--- src/rtl/upper_pc_table_pkg.sv ---
// Shared sizing and types for the upper-PC compression table that sits beside the BTB.
// The victim function decodes the 3-bit tree PLRU state {b2, b1, b0}.
package upper_pc_table_pkg;

   localparam int UPPER_PC_TABLE_ENTRIES     = 4;
   localparam int UPPER_PC_WIDTH             = 18;
   localparam int LOG_UPPER_PC_TABLE_ENTRIES = $clog2(UPPER_PC_TABLE_ENTRIES);

   typedef logic [UPPER_PC_WIDTH-1:0]             upper_pc_t;
   typedef logic [LOG_UPPER_PC_TABLE_ENTRIES-1:0] upc_index_t;
   typedef logic [2:0]                            plru_state_t;

   // Bit 0 is the root and picks a pair; bits 1 and 2 pick within pair 0/1 and pair 2/3.
   function automatic upc_index_t plru_victim(input plru_state_t state);
      if (!state[0]) return state[1] ? upc_index_t'(1) : upc_index_t'(0);
      else           return state[2] ? upc_index_t'(3) : upc_index_t'(2);
   endfunction

endpackage

--- src/rtl/upper_pc_table_plru.sv ---
// 4-way tree pseudo-LRU: holds the tree bits, advances them on a touch and
// presents the current victim combinationally.
module upper_pc_plru
   import upper_pc_table_pkg::*;
(
   input  logic       CLK,
   input  logic       nRST,
   input  logic       touch_valid,
   input  upc_index_t touch_index,
   output upc_index_t victim_index
);

   plru_state_t plru_reg;
   plru_state_t plru_next;

   always_comb begin
      plru_next = plru_reg;
      if (touch_valid) begin
         if (touch_index < upc_index_t'(2)) begin
            plru_next[0] = 1'b1;
            plru_next[1] = (touch_index == upc_index_t'(0));
         end else begin
            plru_next[0] = 1'b0;
            plru_next[2] = (touch_index == upc_index_t'(2));
         end
      end
   end

   always_ff @(posedge CLK or negedge nRST) begin
      if (!nRST) plru_reg <= 3'b000;
      else       plru_reg <= plru_next;
   end

   assign victim_index = plru_victim(plru_reg);

endmodule

--- src/rtl/upper_pc_table.sv ---
// Maps full upper PCs to small table indices (update port) and back (read port),
// letting BTB/RAS entries store only a short index for the high target bits.
module upper_pc_table
   import upper_pc_table_pkg::*;
(
   input  logic       CLK,
   input  logic       nRST,
   input  logic       read_valid_in,
   input  upc_index_t read_index_in,
   output upper_pc_t  read_upper_PC_out,
   input  logic       update0_valid_in,
   input  upper_pc_t  update0_upper_PC_in,
   output upc_index_t update1_index_out
);

   upper_pc_t                         array_reg [UPPER_PC_TABLE_ENTRIES];
   logic [UPPER_PC_TABLE_ENTRIES-1:0] valid_reg;
   logic [UPPER_PC_TABLE_ENTRIES-1:0] hit_vec;

   logic       hit_found;
   upc_index_t hit_index;
   logic       free_found;
   upc_index_t free_index;
   upc_index_t victim_index;
   upc_index_t alloc_index;
   upc_index_t update_index;
   logic       touch_valid;
   upc_index_t touch_index;

   generate
      for (genvar gi = 0; gi < UPPER_PC_TABLE_ENTRIES; gi++) begin : g_cam
         assign hit_vec[gi] = valid_reg[gi] && (array_reg[gi] == update0_upper_PC_in);
      end
   endgenerate

   // Descending scan so the lowest-index invalid entry is the one left selected.
   always_comb begin
      hit_found  = 1'b0;
      hit_index  = '0;
      free_found = 1'b0;
      free_index = '0;
      for (int i = UPPER_PC_TABLE_ENTRIES - 1; i >= 0; i--) begin
         if (hit_vec[i]) begin
            hit_found = 1'b1;
            hit_index = upc_index_t'(i);
         end
         if (!valid_reg[i]) begin
            free_found = 1'b1;
            free_index = upc_index_t'(i);
         end
      end
   end

   assign alloc_index  = free_found ? free_index : victim_index;
   assign update_index = hit_found ? hit_index : alloc_index;

   // An update owns the PLRU touch; a read only touches when no update is present.
   assign touch_valid = update0_valid_in || read_valid_in;
   assign touch_index = update0_valid_in ? update_index : read_index_in;

   upper_pc_plru u_plru (
      .CLK          (CLK),
      .nRST         (nRST),
      .touch_valid  (touch_valid),
      .touch_index  (touch_index),
      .victim_index (victim_index)
   );

   always_ff @(posedge CLK or negedge nRST) begin
      if (!nRST) begin
         for (int i = 0; i < UPPER_PC_TABLE_ENTRIES; i++) array_reg[i] <= '0;
         valid_reg <= '0;
      end else if (update0_valid_in && !hit_found) begin
         array_reg[alloc_index] <= update0_upper_PC_in;
         valid_reg[alloc_index] <= 1'b1;
      end
   end

   always_ff @(posedge CLK or negedge nRST) begin
      if (!nRST) begin
         read_upper_PC_out <= '0;
         update1_index_out <= '0;
      end else begin
         if (read_valid_in)    read_upper_PC_out <= array_reg[read_index_in];
         if (update0_valid_in) update1_index_out <= update_index;
      end
   end

endmodule

--- config.mk ---
export PLATFORM = sky130hd
export DESIGN_NAME = upper_pc_table
export DESIGN_NICKNAME = d
export VERILOG_FILES = /design/src/rtl/upper_pc_table_pkg.sv /design/src/rtl/upper_pc_table_plru.sv /design/src/rtl/upper_pc_table.sv
export SDC_FILE = /design/constraint.sdc
export NUM_CORES = 1
export LEC_CHECK = 0
export BUFFER_PORTS_ARGS = -buffer_cell sky130_fd_sc_hd__buf_2
export CELL_PAD_IN_SITES_DETAIL_PLACEMENT = 1
export CELL_PAD_IN_SITES_GLOBAL_PLACEMENT = 2
export CORE_ASPECT_RATIO = 1.25
export CORE_MARGIN = 3
export CORE_UTILIZATION = 43
export CTS_CLUSTER_SIZE = 28
export DETAILED_ROUTE_END_ITERATION = 10
export GPL_TIMING_DRIVEN = 0
export PLACE_DENSITY_LB_ADDON = 0.1
export SYNTH_ARGS = -nofsm -noshare
export SYNTH_HDL_FRONTEND = slang
export SYNTH_SLANG_ARGS = --single-unit
--- constraint.sdc ---
create_clock -name CLK -period 4.4 [get_ports CLK]
set_clock_uncertainty 0.05 [all_clocks]
set_input_delay 0.66 -clock CLK [delete_from_list [all_inputs] [get_ports CLK]]
set_output_delay 0.66 -clock CLK [all_outputs]
set_load 0.1 [all_outputs]
======== Word-level counts from Yosys, hierarchy flattened ========
Cells that the tools add are included.
word-level totals
  register bits ........................... 99
  bits of input ports ..................... 24
  output and inout port bits .............. 20
cells by class
  magnitude comparators ................... 6
  equality and inequality tests ........... 5
  mux-type cells .......................... 31
  bitwise gates (word level) .............. 4
  reduce and logical (&&, ||, !) cells .... 12
operators by type and width
  operator                                                            count
  bitwise mux 72 bit                                                  1
  == test 18 bit                                                      4
  2-to-1 mux 18 bit                                                   3
  binary-select mux 18 bit (select 2 bit)                             1
  demux 18 bit (select 2 bit)                                         1
  2-to-1 mux 2 bit                                                    12
  2-to-1 mux 1 bit                                                    12
  logical AND 1 bit                                                   7
  greater-or-equal comparator 3 bit (second input constant)           2
  inverter 2 -> 3 bit                                                 2
  OR 4 bit                                                            1
  AND reduction 2 bit                                                 2
  less-than comparator 2 x 3 -> 1 bit (second input constant)         1
  less-than comparator 3 x 1 -> 1 bit (second input constant)         1
  demux 1 bit (select 2 bit)                                          1
  == test 2 bit (second input constant)                               1
  greater-or-equal comparator 2 x 1 -> 1 bit (second input constant)  1
  zero test 2 bit                                                     1
  less-than comparator 2 bit (second input constant)                  1
  zero test 1 bit                                                     1
  logical OR 1 bit                                                    1
  inverter 1 bit                                                      1

======== Longest topological paths before layout ========
Gate-level depths: netlist of run 1.
  depth in word-level cells ............... 11
  depth in mapped cells ................... 10
  gate-level depth less buffers ........... 7

======== By module ========
Synthesis of run 1 repeated with hierarchy kept, for this count alone.
unflattened totals
  cells, all modules ...................... 378
  area total of the unflattened synthesis .. 5408.9 um^2
by module, submodules not included
  module          times used  cells an instance  area an instance (um^2)  sequential area each (um^2)
  upper_pc_table  1           364                5271.3                   2402.3
  upper_pc_plru   1           14                 137.6                    75.1

======== Worst setup path before layout of run 1 ========
No wires, ideal clock.
  path kind ............................... input to register
  from .................................... in update0_upper_PC_in[1]
  to ...................................... reg array_reg[61] (netlist name)
  setup time .............................. 0.125 ns
  arrival ................................. 2.385 ns
  slack ................................... 1.840 ns
  cell stages on the path ................. 10
  buffers on the path ..................... 3
  cells stage by stage .................... buf_6 -> xor2_1 -> nor4_1 -> nand2_1 -> o31a_1 -> nand3_4 -> nor3b_2 -> buf_6 -> buf_12 -> mux2_4
between the ends
  word-level cells in the longest chain between the ends .. 8
RTL lines
  item                             RTL line              RTL
  from (decl)                      upper_pc_table.sv:12  input upper_pc_t update0_upper_PC_in,
  == test 18 bit                   upper_pc_table.sv:32  assign hit_vec[gi] = valid_reg[gi] && (array_reg[gi] == update0_upper_PC_in);
  logical AND 1 bit                upper_pc_table.sv:32
  2-to-1 mux 1 bit (3 in a row)    upper_pc_table.sv:43  if (hit_vec[i]) begin
  2-to-1 mux 1 bit *               upper_pc_table.sv:43
  zero test 1 bit *                upper_pc_table.sv:73  end else if (update0_valid_in && !hit_found) begin
  logical AND 1 bit *              upper_pc_table.sv:73
  to (signal, indexed assignment)  upper_pc_table.sv:74  array_reg[alloc_index] <= update0_upper_PC_in;
  to (decl)                        upper_pc_table.sv:16  upper_pc_t array_reg [UPPER_PC_TABLE_ENTRIES];
Mark *: on every way between the ends. The rest lies on a longest branch, timed or not.
A chain may end at the register's enable or synchronous reset.

======== Worst setup path after layout of run 1 ========
  from .................................... in update0_upper_PC_in[3]
  to ...................................... reg array_reg[7] (netlist name)
The elaborated chain is that of the path after synthesis.

==> results of run 1 <==
==> cell families after synthesis <==
family,Yosys count,synth area share (%)
compound gates,19,2.75
xor+xnor,72,11.7
buf+inv,33,5.54
flops,99,46.1
mux,109,28.0
simple gates,48,5.91
==> worst max path at each step <==
stage,slack (ps),start,cells after the start,end
after floorplan,1840,update0_upper_PC_in[1],10,array_reg[61]
after global placement,1110,update0_upper_PC_in[3],9,array_reg[3]
after detailed placement,1060,update0_upper_PC_in[3],9,array_reg[7]
after CTS,1430,update0_upper_PC_in[3],9,array_reg[7]
after global routing,1360,update0_upper_PC_in[3],9,array_reg[1]
final,1440,update0_upper_PC_in[3],9,array_reg[7]
==> power groups by stage <==
| stage | Clock (mW) | Combinational, mW | Sequential [mW] |
|---|---|---|---|
| 2_1_floorplan | 0 | 1.05 | 2.28 |
| 3_3_place_gp | 0 | 2.07 | 1.70 |
| 3_5_place_dp | 0 | 2.10 | 1.73 |
| 4_1_cts | 0.925 | 2.11 | 1.71 |
| 5_1_grt | 0.963 | 2.21 | 1.77 |
| 6_report | 0.898 | 2.08 | 1.71 |
==> placed cells by master, fill, tap and decap left out, drive strengths merged, types with 2 or more instances in the layout <==
cell / instances
mux4: 18
nor2: 5
clkbuf: 19
buf: 46
nor3b: 2
nor3: 5
nand2: 8
o21ai: 4
nand4: 12
a21oi: 3
nor4: 6
inv: 3
mux2: 91
xor2: 24
xnor2: 48
bufinv: 3
dfrtp: 99
nor2b: 2
or2: 2
nand3: 3
==> cell type report <==
cell class / count / share of cell area (%)
plain buffers: 30 / 4.73
well taps: 164 / 3.38
multi-input cells: 248 / 42.9
clock buffers: 10 / 3.78
inverters: 3 / 0.186
flip-flops and latches: 99 / 40.9
clock inverters: 5 / 1.69
repair buffers: 25 / 2.48
==> through the flow <==
stage / worst slack (ps) / utilization (%) / std cells
floorplan: 1840 / - / 380
global placement: 1110 / 46.9 / 568
detailed placement: 1060 / 47.1 / 569
CTS: 1430 / 49.9 / 584
global route: 1360 / 49.9 / 584
finish: 1440 / 49.9 / 584
==> worst max-delay path, stage by stage <==
cell,delay (ps)
sky130_fd_sc_hd__buf_2,190
sky130_fd_sc_hd__xor2_1,310
sky130_fd_sc_hd__nor4_1,90
sky130_fd_sc_hd__nand2_1,140
sky130_fd_sc_hd__o31a_1,290
sky130_fd_sc_hd__nand3_4,190
sky130_fd_sc_hd__nor3_4,640
sky130_fd_sc_hd__buf_6,270
sky130_fd_sc_hd__mux2_2,350
==> routing by layer <==
layer  vias up  wire length, um  GRT usage, %
met3        19              302          3.54
met1      1622             5740          25.6
met2        35             6550          34.1
met5         -                0             0
li1       1429                -             -
met4         0              339          9.22
==> results_dict.tcl, run 1 <==
set metrics [dict create \
    cts.clk_slew.worst_paths_ps 70 \
    worstSkewPairLatency_ps 350 \
    h-tree-depth 3 \
    global_route_wire_length_before_repair_um 20400 \
    tritoncts_num_sinks 99 \
    cts_resized 0 \
    finalHoldViolations 0 \
    power.leakage_nw 2.47 \
    grt_setup_unrepaired "no" \
    cts_buffers 9 \
    synth.top_cells.by_count "sky130_fd_sc_hd__dfrtp_1 (99), sky130_fd_sc_hd__mux2_2 (67), sky130_fd_sc_hd__xnor2_1 (48), sky130_fd_sc_hd__xor2_1 (24), sky130_fd_sc_hd__mux2_4 (20)" \
    die_width_um 106 \
    floorplan.die_area_um2 13900 \
    die-height_um 131 \
    worstReg2RegEnd "array_reg[7]" \
    cts-root-to-sink-buffers 2 \
    synth-async-reset-ratio_pct 100 \
    syn_nets 404 \
    critical_path_peak_fanout 10 \
    largest_register_ffs 72 \
    area_taken_by_multi_input_logic_gates_um2 2600 \
    ff_latch_area_um2 2480 \
    pin_count_of_the_biggest_net_entering_global_routing 53 \
    routed_wire_length_per_instance_um 22.1 \
    timing_worst_slew_pin_value_ps 935 \
    total_wirelength_of_the_detailed_routed_design_um 12900 \
    placement_rows 45 \
    cts_tree "built" \
    crit_path_end_kind "register" \
    antenna_violations_before_repair 0 \
    vdd_drop_max_uv 440 \
    number_of_global_route_vias_before_repair 3383 \
    timing.final.max_slew_violations 0 \
    outcome "finished, final reports clean" \
    postPlaceCellArea_um2 5730 \
    pwr-share-seq_pct 36.5 \
    global_route.usage.total_pct 20.2 \
    worst_slew_margin_rel_pct 37.7 \
    post-route-cell-area_um2 6060 \
    worst-endpoint-required_ps 4580 \
    fp.coreArea_um2 12200 \
    antenna_cells 0 \
    synth_top_cells_by_area "sky130_fd_sc_hd__dfrtp_1 (46%), sky130_fd_sc_hd__mux2_2 (14%), sky130_fd_sc_hd__xnor2_1 (7.8%), sky130_fd_sc_hd__mux4_2 (7.5%), sky130_fd_sc_hd__mux2_4 (5.6%)" \
    min-delay-path-class "in -> async" \
    cp.arrival_ps 3140 \
    power.internal_mw 2.76 \
    totalNegativeSetupSlack_ps 0 \
    timing.hold.ws_ps 271 \
    place.detailed.hpwl_um 9310 \
    r2r_slack_ps 1510 \
    ys.flop_type "sky130_fd_sc_hd__dfrtp_1" \
    rr_startpoint "array_reg[56]" \
    synth-edff-count 0 \
    gr-total-overflow 0 \
    total_power_of_the_final_layout_mw 4.68 \
    fin_crit_sh_pct 67.2 \
    initial_core_util_pct 44.2 \
    synth.lib_cells_used.distinct 43 \
    final_period_minus_worst_setup_slack_ps 2960 \
    post_cts_hold_buffer_count 0 \
    synthMostInstantiatedCell "sky130_fd_sc_hd__dfrtp_1" \
    cap_viol_max_count 0 \
    p_per_area_nw_per_um2 773 \
    ant_nets 0 \
    nFillCells 1229 \
    fmax_mhz 338 \
    yosys.area.top_type_share_pct 46.1 \
    seq_area_frac_synth_pct 46.1 \
    area_delta_synth_final_pct 12.8 \
    setup_viol 0 \
    power.switching_mw 1.93 \
    share_comb_of_total_power_pct 44.4 \
    numPortBuffers 24 \
    avgViaCountPerCell 5.32 \
    number_of_standard_cells_after_synthesis 380 \
    cp-start-kind "input port" \
    yosys_warns 0 \
    setup.worst_path.class "in -> reg" \
    iteration_count_of_the_initial_detailed_routing_pass 4 \
    design.final.nets 440 \
    remaining_drc_errors 0 \
    syn_area_um2 5380 \
    finalWeightedCongestion 0.810 \
    final_layout_size_suffix_gt1_share_pct 43.1 \
    r2r.worst_path.cells 8 \
    cts-root-buf "sky130_fd_sc_hd__clkbuf_16" \
    synth_area_per_cell_um2 14.1 \
    clock_power_share_pct 19.2 \
    drt_first_iter_violations 155 \
    synth.ff_latch_count 99 \
    synth_top_cell_by_area "sky130_fd_sc_hd__dfrtp_1" \
    power.switching_fraction_pct 41.1 \
    route.vias.total 3105 \
    boundaryPins 44 \
    postCtsSetupBuffers 0 \
]
Note: power is estimated with default switching activity, not from simulation.
==> inputs of run 2 (changes only) <==
--- a/config.mk
+++ b/config.mk
@@ -10,7 +10,7 @@
 export CELL_PAD_IN_SITES_GLOBAL_PLACEMENT = 2
 export CORE_ASPECT_RATIO = 1.25
 export CORE_MARGIN = 3
-export CORE_UTILIZATION = 43
+export CORE_UTILIZATION = 39
 export CTS_CLUSTER_SIZE = 28
 export DETAILED_ROUTE_END_ITERATION = 10
 export GPL_TIMING_DRIVEN = 0
==> constraint.sdc (replaced) <==
create_clock -name CLK -period 2.7 [get_ports CLK]
set_clock_uncertainty 0.05 [all_clocks]
set_input_delay 0.405 -clock CLK [delete_from_list [all_inputs] [get_ports CLK]]
set_output_delay 0.405 -clock CLK [all_outputs]
set_load 0.1 [all_outputs]
==> results_dict.tcl, run 2 (synthesis gave the netlist of run 1 again) <==
set metrics [dict create \
    outcome "finished, final reports clean" \
    min-delay-path-class "in -> reg" \
    totalNegativeSetupSlack_ps 0 \
    antenna_violations_before_repair 0 \
    global_route.usage.total_pct 18.6 \
    cp.arrival_ps 2760 \
    critical_path_peak_fanout 10 \
    setup_viol 0 \
    number_of_global_route_vias_before_repair 3471 \
    initial_core_util_pct 40.3 \
    worstSkewPairLatency_ps 350 \
    area_taken_by_multi_input_logic_gates_um2 2640 \
    gr-total-overflow 0 \
    ff_latch_area_um2 2480 \
    place.detailed.hpwl_um 9550 \
    total_power_of_the_final_layout_mw 7.58 \
    largest_register_ffs 72 \
    crit_path_end_kind "register" \
    drt_first_iter_violations 81 \
    cts-root-buf "sky130_fd_sc_hd__clkbuf_16" \
    vdd_drop_max_uv 902 \
    route.vias.total 3110 \
    total_wirelength_of_the_detailed_routed_design_um 13400 \
    post-route-cell-area_um2 6130 \
    setup.worst_path.class "reg -> reg" \
    timing.final.max_slew_violations 0 \
    global_route_wire_length_before_repair_um 21000 \
    hold_end "array_reg[2]" \
    nFillCells 1363 \
    die_width_um 111 \
    layout.cells.most_common "sky130_fd_sc_hd__dfrtp_1" \
    min_path_cells 2 \
    cpMaxStageDelayCell "sky130_fd_sc_hd__dfrtp_1" \
    layout.cells.most_common_list "sky130_fd_sc_hd__dfrtp_1 (99), sky130_fd_sc_hd__mux2_2 (67), sky130_fd_sc_hd__xnor2_1 (47)" \
    design.final.nets 445 \
    fp.coreArea_um2 13300 \
    r2r.worst_path.cells 9 \
    antenna_cells 0 \
    finalHoldViolations 0 \
    power.leakage_nw 2.51 \
    worstReg2RegEnd "array_reg[65]" \
    routed_wire_length_per_instance_um 22.4 \
    placement_rows 47 \
    cp-start-kind "register" \
    avgViaCountPerCell 5.21 \
    p_per_area_nw_per_um2 1240 \
    numPortBuffers 24 \
    cap_viol_max_count 0 \
    cts-root-to-sink-buffers 2 \
    final_layout_size_suffix_gt1_share_pct 44.6 \
    critPathMaxStageDelay_ps 420 \
    cts_tree "built" \
    h-tree-depth 3 \
    postPlaceCellArea_um2 5740 \
    final_period_minus_worst_setup_slack_ps 2580 \
    r2r_slack_ps 120 \
    floorplan.die_area_um2 15200 \
    cts.clk_slew.worst_paths_ps 70 \
    die-height_um 137 \
    worst-endpoint-required_ps 2880 \
    cp_cell_sequence "xor2_1, nor4_1, nand2_1, o31a_1, nand3_4, nor3b_2, buf_6, buf_12, mux2_4" \
    fin_crit_sh_pct 95.5 \
    remaining_drc_errors 0 \
    area_delta_synth_final_pct 14.0 \
    grt_setup_unrepaired "no" \
    cts_buffers 9 \
    min-delay-start "update0_upper_PC_in[2]" \
    finalWeightedCongestion 0.829 \
    pin_count_of_the_biggest_net_entering_global_routing 63 \
    boundaryPins 44 \
    fmax_mhz 388 \
    timing_worst_slew_pin_value_ps 957 \
    tritoncts_num_sinks 99 \
    ant_nets 0 \
    iteration_count_of_the_initial_detailed_routing_pass 4 \
    rr_startpoint "array_reg[68]" \
    worst_slew_margin_rel_pct 36.2 \
]
-- run 2: changes by cell type in the layout (fill, tap and decap cells not counted), sizes merged --
cell and delta:
dlygate4sd3 +1, buf +4, bufinv -2, clkbuf +1, clkinv +1, inv +1
-- run 2: what timing repair did --
item | CTS | global route
setup buffers | 4 | 0
hold buffers | 1 | 0
pin swaps | 2 | 0
gates resized for setup | 1 | 5
hold endpoints to repair | 7 | 0
endpoints found under the setup margin | 28 | 39
-- run 2: final cells by class --
class | instances | area share (%)
repair buffers | 30 | 3.10
inverters | 3 | 0.184
flip-flops and latches | 99 | 40.4
well taps | 171 | 3.49
clock inverters | 5 | 0.980
plain buffers | 30 | 4.67
multi-input cells | 248 | 43.0
clock buffers | 11 | 4.12
-- run 2: worst max path at each step --
stage          depth (start not counted)                 end  slack [ps]                    from
6_report                               9       array_reg[65]         120           array_reg[68]
5_1_grt                                9       array_reg[50]          40           array_reg[60]
4_1_cts                                7  u_plru.plru_reg[2]          20            array_reg[4]
3_5_place_dp                           9        array_reg[3]        -470  update0_upper_PC_in[6]
3_3_place_gp                           9        array_reg[1]        -470  update0_upper_PC_in[6]
2_1_floorplan                         10       array_reg[61]         390  update0_upper_PC_in[1]
-- run 2: metal layers --
metal  global-route usage, %  vias to the layer above  routed length (um)
met4                    7.71                        0                 281
met5                       0                        -                   0
met2                    31.3                       48                6790
met1                    24.1                     1608                5980
li1                        -                     1436                   -
met3                    3.08                       18                 329
-- run 2: power breakdown --
group	total [mW]	switching [mW]	internal [mW]
combinational	3.43	2.00	1.42
clock	1.36	0.589	0.773
sequential	2.79	0.598	2.19
-- run 2: critical path: cells and delay by family (launching register included) --
family	cells	cell delay, ps
AO/OA/AOI/OAI	1	400
XOR/XNOR	1	200
buffers and inverters	2	330
flip-flops	1	420
multiplexers	1	300
AND/OR/NAND/NOR	4	750
-- run 2: metrics by stage --
stage,cells,utilization [%],hold slack (ps),worst slack [ps]
floorplan,380,-,59.4,395
global route,597,45.9,269,41.9
CTS,597,45.7,264,15.2
finish,597,45.9,270,122
detailed placement,576,43.0,375,-471
global placement,575,42.8,415,-473
==> inputs of run 3 (changes only) <==
--- a/config.mk
+++ b/config.mk
@@ -14,7 +14,7 @@
 export CTS_CLUSTER_SIZE = 28
 export DETAILED_ROUTE_END_ITERATION = 10
 export GPL_TIMING_DRIVEN = 0
-export PLACE_DENSITY_LB_ADDON = 0.1
+export PLACE_DENSITY = 0.8
 export SYNTH_ARGS = -nofsm -noshare
 export SYNTH_HDL_FRONTEND = slang
 export SYNTH_SLANG_ARGS = --single-unit
==> results_dict.tcl, run 3 (synthesis gave the netlist of run 1 again) <==
set metrics [dict create \
    outcome "finished, final reports clean" \
    global_route.usage.total_pct 18.0 \
    place.detailed.hpwl_um 9330 \
    finalHoldViolations 0 \
    design.final.nets 445 \
    worstReg2RegEnd "array_reg[43]" \
    cts_tree "built" \
    rr_startpoint "array_reg[68]" \
    clock_power_share_pct 17.4 \
    fin_crit_sh_pct 95.7 \
    area_delta_synth_final_pct 13.9 \
    gr-total-overflow 0 \
    critical_path_peak_fanout 10 \
    post-route-cell-area_um2 6120 \
    iteration_count_of_the_initial_detailed_routing_pass 4 \
    timing_worst_slew_pin_value_ps 965 \
    finalWeightedCongestion 0.813 \
    antenna_violations_before_repair 0 \
    crit_path_end_kind "register" \
    avgViaCountPerCell 5.31 \
    cts-root-to-sink-buffers 2 \
    power.switching_mw 3.15 \
    die_width_um 111 \
    antenna_cells 0 \
    setup.worst_path.class "reg -> reg" \
    remaining_drc_errors 0 \
    final_period_minus_worst_setup_slack_ps 2580 \
    total_power_of_the_final_layout_mw 7.53 \
    power.leakage_nw 2.50 \
    timing.final.max_slew_violations 0 \
    postPlaceCellArea_um2 5740 \
    number_of_global_route_vias_before_repair 3513 \
    cts-root-buf "sky130_fd_sc_hd__clkbuf_16" \
    layout.cells.most_common "sky130_fd_sc_hd__dfrtp_1" \
    ant_nets 0 \
    numPortBuffers 24 \
    r2r.worst_path.cells 9 \
    power.switching_fraction_pct 41.8 \
    post-route-util_pct 45.9 \
    placement_rows 47 \
    worstSkewPairLatency_ps 350 \
    floorplan.die_area_um2 15200 \
    setup_viol 0 \
    cts_buffers 9 \
    cp-start-kind "register" \
    pin_count_of_the_biggest_net_entering_global_routing 56 \
    initial_core_util_pct 40.3 \
    fp.coreArea_um2 13300 \
    grt_setup_unrepaired "no" \
    total_wirelength_of_the_detailed_routed_design_um 12900 \
    share_comb_of_total_power_pct 45.5 \
    die-height_um 137 \
    cts.clk_slew.worst_paths_ps 70 \
    pwr-share-seq_pct 37.2 \
    min-delay-path-class "in -> async" \
    power.internal_mw 4.38 \
    cap_viol_max_count 0 \
    drt_first_iter_violations 85 \
    totalNegativeSetupSlack_ps 0 \
    placed_cells 576 \
    final_layout_size_suffix_gt1_share_pct 44.2 \
    timing.hold.ws_ps 19.9 \
    global_route_wire_length_before_repair_um 20500 \
    layoutNonFillerInstCount 596 \
    cp.arrival_ps 2760 \
    worst-endpoint-required_ps 2880 \
    h-tree-depth 3 \
    p_per_area_nw_per_um2 1230 \
    layout.cells.most_common_list "sky130_fd_sc_hd__dfrtp_1 (99), sky130_fd_sc_hd__mux2_2 (67), sky130_fd_sc_hd__xnor2_1 (48)" \
    route.vias.total 3164 \
    tritoncts_num_sinks 99 \
    place_ws_ps -446 \
    vdd_drop_max_uv 798 \
    r2r_slack_ps 120 \
    largest_register_ffs 72 \
    postLayoutSetupSlackWorst_ps 117 \
    fmax_mhz 387 \
    worst_slew_margin_rel_pct 35.6 \
    boundaryPins 44 \
    routed_wire_length_per_instance_um 21.7 \
]
==> run 3: worst max-delay path by stage <==
stage	startpoint	end	slack, ps	cells after the start
4_1_cts	array_reg[68]	array_reg[51]	7	9
3_3_place_gp	update0_upper_PC_in[6]	array_reg[35]	-340	9
6_report	array_reg[68]	array_reg[43]	120	9
5_1_grt	array_reg[65]	array_reg[70]	30	9
2_1_floorplan	update0_upper_PC_in[1]	array_reg[61]	390	10
3_5_place_dp	update0_upper_PC_in[6]	array_reg[2]	-450	9
==> run 3: cell type report <==
type | instances | area, um^2
multi-input cells | 248 | 2640
repair buffers | 30 | 200
fillers | 1329 | 7230
plain buffers | 30 | 287
clock buffers | 13 | 260
clock inverters | 2 | 35.0
inverters | 3 | 11.3
well taps | 171 | 214
flip-flops and latches | 99 | 2480
==> run 3: power by group through the flow <==
stage,combinational (mW),clock (mW),sequential (mW)
2_1_floorplan,1.71,0,3.71
3_3_place_gp,3.34,0,2.76
3_5_place_dp,3.40,0,2.82
4_1_cts,3.45,1.33,2.80
5_1_grt,3.62,1.41,2.91
6_report,3.43,1.31,2.80
==> run 3: metal layers <==
metal / up-vias / GRT usage (%) / part of all wire [%]
li1: 1435 / - / -
met1: 1666 / 22.2 / 42
met2: 45 / 31.6 / 53
met3: 18 / 3.34 / 2.4
met4: 0 / 6.69 / 2.4
met5: - / 0 / 0
==> run 3: timing repair <==
item,in CTS,in global routing
setup buffers,5,0
resized for setup,0,5
setup endpoints to repair,32,22
hold buffers,0,0
pin swaps,2,0
==> run 3: worst max-delay path, stage by stage, from the launching register on <==
cell and delay (ps):
sky130_fd_sc_hd__dfrtp_1 420, sky130_fd_sc_hd__xor2_2 310, sky130_fd_sc_hd__nor4_2 110, sky130_fd_sc_hd__nand2_1 90, sky130_fd_sc_hd__o31a_1 300, sky130_fd_sc_hd__nand3_4 200
sky130_fd_sc_hd__nor3b_2 240, sky130_fd_sc_hd__buf_6 190, sky130_fd_sc_hd__buf_6 220, sky130_fd_sc_hd__mux2_4 320
